## src/rtl/peripheral_bus_pkg.sv

```systemverilog
// Shared definitions for the peripheral bus: register map, UART state
// encoding and the default bit period.
package peripheral_bus_pkg;

    // 50 MHz / 9600 baud
    localparam int unsigned CLKS_PER_BIT_DEF = 5208;

    localparam logic [31:0] ADDR_TH       = 32'h4000_0000;
    localparam logic [31:0] ADDR_TL       = 32'h4000_0004;
    localparam logic [31:0] ADDR_TCON     = 32'h4000_0008;
    localparam logic [31:0] ADDR_LED      = 32'h4000_000C;
    localparam logic [31:0] ADDR_SWITCH   = 32'h4000_0010;
    localparam logic [31:0] ADDR_DIGI     = 32'h4000_0014;
    localparam logic [31:0] ADDR_UART_TXD = 32'h4000_0018;
    localparam logic [31:0] ADDR_UART_CON = 32'h4000_001C;

    localparam logic [1:0] UART_IDLE  = 2'd0;
    localparam logic [1:0] UART_START = 2'd1;
    localparam logic [1:0] UART_DATA  = 2'd2;
    localparam logic [1:0] UART_STOP  = 2'd3;

    // Word-aligned match; the byte offset bits are ignored.
    function automatic logic addr_hit(input logic [31:0] addr, input logic [31:0] reg_addr);
        return addr[31:2] == reg_addr[31:2];
    endfunction

endpackage

```

## src/rtl/peripheral_bus_if.sv

```systemverilog
// Core MEM-stage data bus as seen by the peripheral block.
//   iMemAddr/iMemRead/iMemWrite/iMemWriteData : core -> peripherals
//   oMemReadData                              : peripherals -> core (combinational)
interface peripheral_bus_if;
    logic [31:0] iMemAddr;
    logic        iMemRead;
    logic        iMemWrite;
    logic [31:0] iMemWriteData;
    logic [31:0] oMemReadData;

    modport master (
        output iMemAddr, iMemRead, iMemWrite, iMemWriteData,
        input  oMemReadData
    );

    modport slave (
        input  iMemAddr, iMemRead, iMemWrite, iMemWriteData,
        output oMemReadData
    );
endinterface

```

## src/rtl/peripheral_bus_uart_tx.sv

```systemverilog
// 8N1 UART transmitter, LSB first.
//   clk, reset (sync, active low), start (accepted only when idle),
//   data[7:0] (latched on start), busy, tx (idle high).
//
//   state      | meaning
//   UART_IDLE  | line high, waiting for start
//   UART_START | start bit, line low
//   UART_DATA  | shifting out 8 data bits
//   UART_STOP  | stop bit, line high
module uart_tx
    import peripheral_bus_pkg::*;
#(
    parameter int unsigned CLKS_PER_BIT = CLKS_PER_BIT_DEF
) (
    input  logic       clk,
    input  logic       reset,
    input  logic       start,
    input  logic [7:0] data,
    output logic       busy,
    output logic       tx
);

    // Baud timer is a down-counter; a bit ends on the cycle it reads zero.
    localparam logic [15:0] BAUD_LOAD = 16'(CLKS_PER_BIT - 1);

    logic [1:0]  state_q, state_d;
    logic [15:0] baud_q, baud_d;
    logic [2:0]  bit_q, bit_d;
    logic [7:0]  shift_q, shift_d;

    always_comb begin
        state_d = state_q;
        baud_d  = baud_q;
        bit_d   = bit_q;
        shift_d = shift_q;
        case (state_q)
            UART_IDLE: begin
                if (start) begin
                    state_d = UART_START;
                    baud_d  = BAUD_LOAD;
                    bit_d   = 3'd0;
                    shift_d = data;
                end
            end
            UART_START: begin
                if (baud_q == 16'd0) begin
                    state_d = UART_DATA;
                    baud_d  = BAUD_LOAD;
                end else begin
                    baud_d = baud_q - 16'd1;
                end
            end
            UART_DATA: begin
                if (baud_q == 16'd0) begin
                    baud_d  = BAUD_LOAD;
                    shift_d = {1'b0, shift_q[7:1]};
                    if (bit_q == 3'd7) begin
                        state_d = UART_STOP;
                        bit_d   = 3'd0;
                    end else begin
                        bit_d = bit_q + 3'd1;
                    end
                end else begin
                    baud_d = baud_q - 16'd1;
                end
            end
            UART_STOP: begin
                if (baud_q == 16'd0) begin
                    state_d = UART_IDLE;
                end else begin
                    baud_d = baud_q - 16'd1;
                end
            end
            default: state_d = UART_IDLE;
        endcase
    end

    always_ff @(posedge clk) begin
        if (!reset) begin
            state_q <= UART_IDLE;
            baud_q  <= 16'd0;
            bit_q   <= 3'd0;
            shift_q <= 8'd0;
        end else begin
            state_q <= state_d;
            baud_q  <= baud_d;
            bit_q   <= bit_d;
            shift_q <= shift_d;
        end
    end

    assign busy = (state_q != UART_IDLE);
    assign tx   = (state_q == UART_START) ? 1'b0 :
                  (state_q == UART_DATA)  ? shift_q[0] : 1'b1;

endmodule

```

## src/rtl/peripheral_bus.sv

```systemverilog
// Memory-mapped peripherals: 32-bit reload timer with interrupt, LED,
// switch and seven-segment registers, and a UART transmitter.
//   clk, reset (sync, active low)
//   bus        : core data bus (slave side), combinational read data
//   oInterrupt : timer interrupt request
//   iSwitch    : board switches; oLed, oDigi : registered outputs
//   oUartTx    : serial output, idle high
module peripheral_bus
    import peripheral_bus_pkg::*;
#(
    parameter int unsigned CLKS_PER_BIT = CLKS_PER_BIT_DEF
) (
    input  logic                   clk,
    input  logic                   reset,
    peripheral_bus_if.slave        bus,
    output logic                   oInterrupt,
    input  logic [7:0]             iSwitch,
    output logic [7:0]             oLed,
    output logic [11:0]            oDigi,
    output logic                   oUartTx
);

    logic [31:0] th_q, th_d;
    logic [31:0] tl_q, tl_d;
    logic [2:0]  tcon_q, tcon_d;
    logic [7:0]  led_q, led_d;
    logic [11:0] digi_q, digi_d;
    logic        uart_busy;

    logic wr_th, wr_tl, wr_tcon, wr_led, wr_digi, wr_txd;

    assign wr_th   = bus.iMemWrite & addr_hit(bus.iMemAddr, ADDR_TH);
    assign wr_tl   = bus.iMemWrite & addr_hit(bus.iMemAddr, ADDR_TL);
    assign wr_tcon = bus.iMemWrite & addr_hit(bus.iMemAddr, ADDR_TCON);
    assign wr_led  = bus.iMemWrite & addr_hit(bus.iMemAddr, ADDR_LED);
    assign wr_digi = bus.iMemWrite & addr_hit(bus.iMemAddr, ADDR_DIGI);
    assign wr_txd  = bus.iMemWrite & addr_hit(bus.iMemAddr, ADDR_UART_TXD);

    always_comb begin
        th_d   = th_q;
        tl_d   = tl_q;
        tcon_d = tcon_q;
        led_d  = led_q;
        digi_d = digi_q;

        if (wr_th)   th_d   = bus.iMemWriteData;
        if (wr_led)  led_d  = bus.iMemWriteData[7:0];
        if (wr_digi) digi_d = bus.iMemWriteData[11:0];

        // A bus write to TL or TCON suppresses the timer step entirely,
        // so software never races an overflow it is trying to clear.
        if (wr_tl || wr_tcon) begin
            if (wr_tl)   tl_d   = bus.iMemWriteData;
            if (wr_tcon) tcon_d = bus.iMemWriteData[2:0];
        end else if (tcon_q[0]) begin
            if (tl_q == 32'hFFFF_FFFF) begin
                tl_d = th_q;
                if (tcon_q[1]) tcon_d[2] = 1'b1;
            end else begin
                tl_d = tl_q + 32'd1;
            end
        end
    end

    always_ff @(posedge clk) begin
        if (!reset) begin
            th_q   <= 32'd0;
            tl_q   <= 32'd0;
            tcon_q <= 3'd0;
            led_q  <= 8'd0;
            digi_q <= 12'd0;
        end else begin
            th_q   <= th_d;
            tl_q   <= tl_d;
            tcon_q <= tcon_d;
            led_q  <= led_d;
            digi_q <= digi_d;
        end
    end

    always_comb begin
        bus.oMemReadData = 32'd0;
        if (bus.iMemRead) begin
            case (bus.iMemAddr[31:2])
                ADDR_TH[31:2]:       bus.oMemReadData = th_q;
                ADDR_TL[31:2]:       bus.oMemReadData = tl_q;
                ADDR_TCON[31:2]:     bus.oMemReadData = {29'd0, tcon_q};
                ADDR_LED[31:2]:      bus.oMemReadData = {24'd0, led_q};
                ADDR_SWITCH[31:2]:   bus.oMemReadData = {24'd0, iSwitch};
                ADDR_DIGI[31:2]:     bus.oMemReadData = {20'd0, digi_q};
                ADDR_UART_CON[31:2]: bus.oMemReadData = {31'd0, uart_busy};
                default:             bus.oMemReadData = 32'd0;
            endcase
        end
    end

    uart_tx #(
        .CLKS_PER_BIT(CLKS_PER_BIT)
    ) u_uart_tx (
        .clk   (clk),
        .reset (reset),
        .start (wr_txd),
        .data  (bus.iMemWriteData[7:0]),
        .busy  (uart_busy),
        .tx    (oUartTx)
    );

    assign oInterrupt = tcon_q[1] & tcon_q[2];
    assign oLed       = led_q;
    assign oDigi      = digi_q;

endmodule

```

## src/flat_wrapper.sv

```systemverilog
// flat-port wrapper written by rule: the top's interface ports become plain ports
module peripheral_bus_flat import peripheral_bus_pkg::*;
#(
    parameter int unsigned CLKS_PER_BIT = CLKS_PER_BIT_DEF
)
  (clk, reset, oInterrupt, iSwitch, oLed, oDigi, oUartTx, bus_iMemAddr, bus_iMemRead, bus_iMemWrite, bus_iMemWriteData, bus_oMemReadData);
  peripheral_bus_if bus_i ();
  input  logic clk;
  input  logic reset;
  output logic oInterrupt;
  input  logic [7:0] iSwitch;
  output logic [7:0] oLed;
  output logic [11:0] oDigi;
  output logic oUartTx;
  input wire logic [$bits(bus_i.iMemAddr)-1:0] bus_iMemAddr;
  input wire logic [$bits(bus_i.iMemRead)-1:0] bus_iMemRead;
  input wire logic [$bits(bus_i.iMemWrite)-1:0] bus_iMemWrite;
  input wire logic [$bits(bus_i.iMemWriteData)-1:0] bus_iMemWriteData;
  output wire logic [$bits(bus_i.oMemReadData)-1:0] bus_oMemReadData;
  assign bus_i.iMemAddr = bus_iMemAddr;
  assign bus_i.iMemRead = bus_iMemRead;
  assign bus_i.iMemWrite = bus_iMemWrite;
  assign bus_i.iMemWriteData = bus_iMemWriteData;
  assign bus_oMemReadData = bus_i.oMemReadData;
  peripheral_bus #(.CLKS_PER_BIT(CLKS_PER_BIT)) u_core (.clk(clk), .reset(reset), .bus(bus_i), .oInterrupt(oInterrupt), .iSwitch(iSwitch), .oLed(oLed), .oDigi(oDigi), .oUartTx(oUartTx));
endmodule
```

## config.mk

```make
export PLATFORM = sky130hd
export DESIGN_NAME = peripheral_bus_flat
export DESIGN_NICKNAME = d
export VERILOG_FILES = /design/src/rtl/peripheral_bus_pkg.sv /design/src/rtl/peripheral_bus_if.sv /design/src/rtl/peripheral_bus_uart_tx.sv /design/src/rtl/peripheral_bus.sv /design/src/flat_wrapper.sv
export SDC_FILE = /design/constraint.sdc
export NUM_CORES = 1
export LEC_CHECK = 0
export BUFFER_PORTS_ARGS = -buffer_cell sky130_fd_sc_hd__clkbuf_2
export CORE_AREA = 2 2 114 116
export CTS_CLUSTER_SIZE = 40
export DETAILED_ROUTE_END_ITERATION = 6
export DIE_AREA = 0 0 116 118
export PLACE_DENSITY_LB_ADDON = 0.25
export SYNTH_ARGS = -nofsm -noshare
export SYNTH_HDL_FRONTEND = slang
export SYNTH_HIERARCHICAL = 1
export SYNTH_SLANG_ARGS = --single-unit
```

## constraint.sdc

```tcl
create_clock -name clk -period 3.18 [get_ports clk]
set_clock_uncertainty 0.1 [all_clocks]
set_input_delay 0.477 -clock clk [delete_from_list [all_inputs] [get_ports clk]]
set_output_delay 0.477 -clock clk [all_outputs]
set_load 0.01 [all_outputs]
```

Word level (Yosys, flattened, before mapping)
Cells that the tools add are included.
{"block": "totals", "regBits": 116, "inputBits": 76, "out_inout_bits": 54, "word_cells": 86}
{"block": "classes", "n_addsub": 3, "eq_ne": 21, "n_mux": 30, "bitwise": 7, "n_reduce_logical": 15}
{"operator": "30-bit by 29-bit equality test with 1-bit output (second input constant)", "n": 8}
{"operator": "32-bit case mux with 7 select lines", "n": 1}
{"operator": "32-bit two-way mux", "n": 5}
{"operator": "16-bit two-way mux", "n": 3}
{"operator": "16-bit case mux with 3 select lines", "n": 1}
{"operator": "32-bit by 1-bit adder with 32-bit output (second input constant)", "n": 1}
{"operator": "32-bit equality test (second input constant)", "n": 1}
{"operator": "16-bit zero test", "n": 1}
{"operator": "8-bit two-way mux", "n": 2}
{"operator": "8-bit case mux with 2 select lines", "n": 1}
{"operator": "16-bit by 1-bit subtractor with 16-bit output (second input constant)", "n": 1}
{"operator": "3-bit two-way mux", "n": 4}
{"operator": "2-bit inequality test (second input constant)", "n": 6}
{"operator": "2-bit two-way mux", "n": 5}
{"operator": "2-bit nonzero test", "n": 5}
{"operator": "2-bit case mux with 4 select lines", "n": 1}
{"operator": "1-bit AND", "n": 7}
{"operator": "1-bit two-way mux", "n": 6}
{"operator": "3-bit case mux with 2 select lines", "n": 1}
{"operator": "2-bit AND reduction", "n": 3}
{"operator": "5-bit AND reduction", "n": 1}
{"operator": "2-bit equality test (second input constant)", "n": 2}
{"operator": "2-bit by 1-bit inequality test with 1-bit output (second input constant)", "n": 2}
{"operator": "4-bit AND reduction", "n": 1}
{"operator": "7 further kinds", "n": 7}

Longest topological paths before layout
{"block": "depth", "word_depth": 5, "ltp_mapped": 11, "mapped_depth_nobuf": 9}

Cells and area by module
The synthesis kept the hierarchy.
{"module": "peripheral_bus", "n_inst": 1, "cells_each": 728, "area_per_inst_um2": 5333.9, "seq_area_each_um2": 1741.7}
{"module": "uart_tx", "n_inst": 1, "cells_each": 191, "area_per_inst_um2": 1667.8, "seq_area_each_um2": 580.6}

Worst setup path after synthesis
Ideal clock, no wire load.
{"block": "synth_path", "path_type": "input-to-output", "from": "input port bus_iMemAddr[16]", "to": "output port bus_oMemReadData[12]", "arrival_time_ps": 2242, "t_required_ps": 2603, "setup_slack_ps": 361, "path_stages": 6, "n_path_buf": 1, "path_cell_list": "nor4b_1 -> nand4_1 -> nor4_1 -> clkbuf_1 -> a22oi_1 -> nor2_1"}
{"block": "synth_between", "elab_chain_cells": 3, "elab_cells_between_ends": 9, "classes_between": "eq/ne: 7; mux: 2"}
{"item": "start: declaration", "line": "flat_wrapper.sv:15", "source": "input wire logic [$bits(bus_i.iMemAddr)-1:0] bus_iMemAddr;"}
{"item": "30-bit by 29-bit equality test with 1-bit output", "line": "peripheral_bus.sv:84", "source": "case (bus.iMemAddr[31:2])"}
{"item": "32-bit case mux with 7 select lines (*)", "line": "peripheral_bus.sv:84"}
{"item": "32-bit two-way mux (*)", "line": "peripheral_bus.sv:83", "source": "if (bus.iMemRead) begin"}
{"item": "end: declaration", "line": "flat_wrapper.sv:19", "source": "output wire logic [$bits(bus_i.oMemReadData)-1:0] bus_oMemReadData;"}
Mark *: on every way between the ends. The rest lies on a longest branch, timed or not.

Final worst setup path
{"block": "layout_path", "from": "input port bus_iMemAddr[23]", "to": "output port bus_oMemReadData[5]"}
Same word-level chain as after synthesis.

==> out/results.ini <==
[sta]
rsz0062_at_grt = no
hold_ws_ps = 199
tns_ps = 0
fin_ws_ps = 325
worst_pin_slew_ps = 881
period_minus_slack_ps = 2860
finalCritPeriodShare_pct = 89.8
fmax_mhz = 350
setup_viol = 0
slew-limit-headroom_pct = 40.7
hold_viol_final = 0
drv_slew = 0

[yosys]
synth_edf_count = 0
synthesis.nets = 1004
postSynth.asyncResetShare_pct = 0
ys_types = 69
yosysSeqAreaShare_pct = 33.2
synth.cell_area_um2 = 7000
synthFlopType = dfxtp_1
syn_area_per_cell_um2 = 7.62
ys_ff_latch = 116
yosys_warnings = 6
synthCells = 919

[clocking]
clk_pin_slew_ps = 50
cts_max_level = 4
clk_latency_ps = 420
clock_sink_count = 116
tritoncts.num_buffers = 17
cts_resized = 0
post-cts-setup-buffers = 0
hold_buffers = 0
root_buffer = clkbuf_16
cts_tree = built
cts_buffer_depth = 2

[detailed_routing]
via_per_inst = 6.21
drc = 2
avgRoutedWirePerCell_um = 17.2
drt_iter0_drc = 901
firstDrtPassIters = 7
vias = 7585
wl_mm = 21.0
postRouteAntennaNets = 0

[status]
status = complete, but fails checks
violations = DRC

[die]
die_x_um = 116
rows = 41
dieArea_um2 = 13700
start_util_pct = 56.4
num_io_pins = 130
design.core.area_um2 = 12400
die_h_um = 118

[layout]
fin_nets = 1122
finalNonFillerCells = 1221
multiInputGateArea_um2 = 4330
area_delta_synth_final_pct = 21.6
drive_above_1_share_pct = 23.5
mostFrequentLayoutCells = nand2_1, clkbuf_2, dfxtp_1
diodes = 0
fillers = 1093
final_common_cell = nand2_1
area.sequential_um2 = 2320
design_area_um2 = 8520
fin_util_pct = 68.6

[power]
p_clk_share_pct = 56.6
power.switching_mw = 0.759
pwr-share-comb_pct = 3.8
total_power_mw = 3.67
peakVddDrop_mv = 0.405
p_leak_nw = 3.19
pwr-share-seq_pct = 39.7
switching_share_pct = 20.7
power-per-cell-area_nw_per_um2 = 430
p_int_mw = 2.91

[setup_path]
cp.arrival_ps = 2280
start_kind = input port
reg2reg_to = u_core/tl_q[29]
worstPathRequired_ps = 2600
ff2ff_setup_slack_ps = 630
critPathLaunch = bus_iMemAddr[23]
crit_path_max_fanout = 7
path_class = input port to output pin
endpoint_kind = output pin
endpoint = bus_oMemReadData[5]
reg2reg_depth = 6
reg2reg_from = u_core/tl_q[11]

[placement]
portBuffers = 127
dp.final_hpwl_mm = 14.5
post-place-ws_ps = 311
place_inst = 1190
place_congestion = 0.928
place_area_um2 = 7890

[global_route]
grtUsageTotal_pct = 30.8
grt_pass1_wl_mm = 33.9
grt_overflow = 0
grt_pass1_vias = 6826
grt_start_max_net_pins = 58
antenna_found_initial = 0

[run]
max-cap-violations = 0

[worst_hold_path]
min_path_type = input port to flip-flop

## per-layer routing
layer / part of all wire [%] / wire length (um) / vias to the layer above / GRT usage, %
met5: 0 / 0 / - / 0
met4: 2.7 / 562 / 0 / 12.6
met3: 7.7 / 1610 / 50 / 6.08
met2: 47 / 9850 / 388 / 48.1
met1: 43 / 8960 / 3545 / 41.3
li1: - / - / 3602 / -
## worst min-delay path by stage
stage,startpoint,endpoint,slack (ps),depth (start not counted)
CTS,bus_iMemWriteData[26],u_core/th_q[26],190,3
finish,bus_iMemWriteData[26],u_core/th_q[26],200,3
global route,bus_iMemWriteData[31],u_core/th_q[31],200,3
detailed placement,u_core/u_uart_tx/shift_q[4],u_core/u_uart_tx/shift_q[4],350,1
floorplan,u_core/u_uart_tx/shift_q[0],u_core/u_uart_tx/shift_q[0],330,1
global placement,u_core/u_uart_tx/shift_q[2],u_core/u_uart_tx/shift_q[2],350,1
## flip-flops by register name, summed over array words and instances, names as in the netlist
register	count
u_core/oLed	8
u_core/oDigi	12
u_core/u_uart_tx/shift_q	8
u_core/tcon_q	3
u_core/u_uart_tx/state_q	2
u_core/tl_q	32
u_core/u_uart_tx/bit_q	3
u_core/th_q	32
u_core/u_uart_tx/baud_q	16
## worst max-delay path, stage by stage
cell and delay (ps):
clkbuf_2 80, nor4_1 350, and3_1 290, nand3_1 130, buf_4 160, nor2_1 330
nand3_1 140, a21oi_1 170, clkbuf_2 150
## synth_stat cells (all sizes together) (10+ instances only)
master    n  area share (%)
nand2   162             8.7
dfxtp   116              33
a21oi    85             6.2
nor2     71             4.1
o21ai    54             4.3
nand3    47             3.5
clkbuf   43             2.3
a22oi    34             3.6
buf      22             1.9
nand4    22             2.5
nor4     20             2.2
inv      19             1.0
o211ai   17             1.9
xor2     17             2.1
a31oi    16             1.4
nor3     16             1.4
mux2i    13             1.9
o21a     12             1.3
xnor2    10             1.3
## power groups by stage
stage,Combinational [mW],Clock (mW),Sequential [mW]
after floorplan,0.0519,0,1.49
after global placement,0.135,0,1.49
after detailed placement,0.135,0,1.49
after CTS,0.136,2.08,1.45
after global routing,0.148,2.15,1.45
final,0.138,2.07,1.45
## layout make-up
| cell class | count | area share [%] |
|---|---|---|
| clock buffers | 21 | 5.29 |
| clock inverters | 10 | 2.12 |
| inverters | 19 | 0.837 |
| multi-input cells | 719 | 50.8 |
| flip-flops and latches | 116 | 27.3 |
| well taps | 172 | 2.53 |
| repair buffers | 164 | 11.2 |
## logic make-up after synthesis
kind of cell | count (synthesis) | share of synthesized area, %
fa+ha+maj | 9 | 1.61
simple gates | 389 | 27.8
flops | 116 | 33.2
mux | 18 | 2.82
xor+xnor | 27 | 3.38
buf+inv | 84 | 5.22
compound gates | 276 | 26.0
Power figures use the tool's default switching activity.
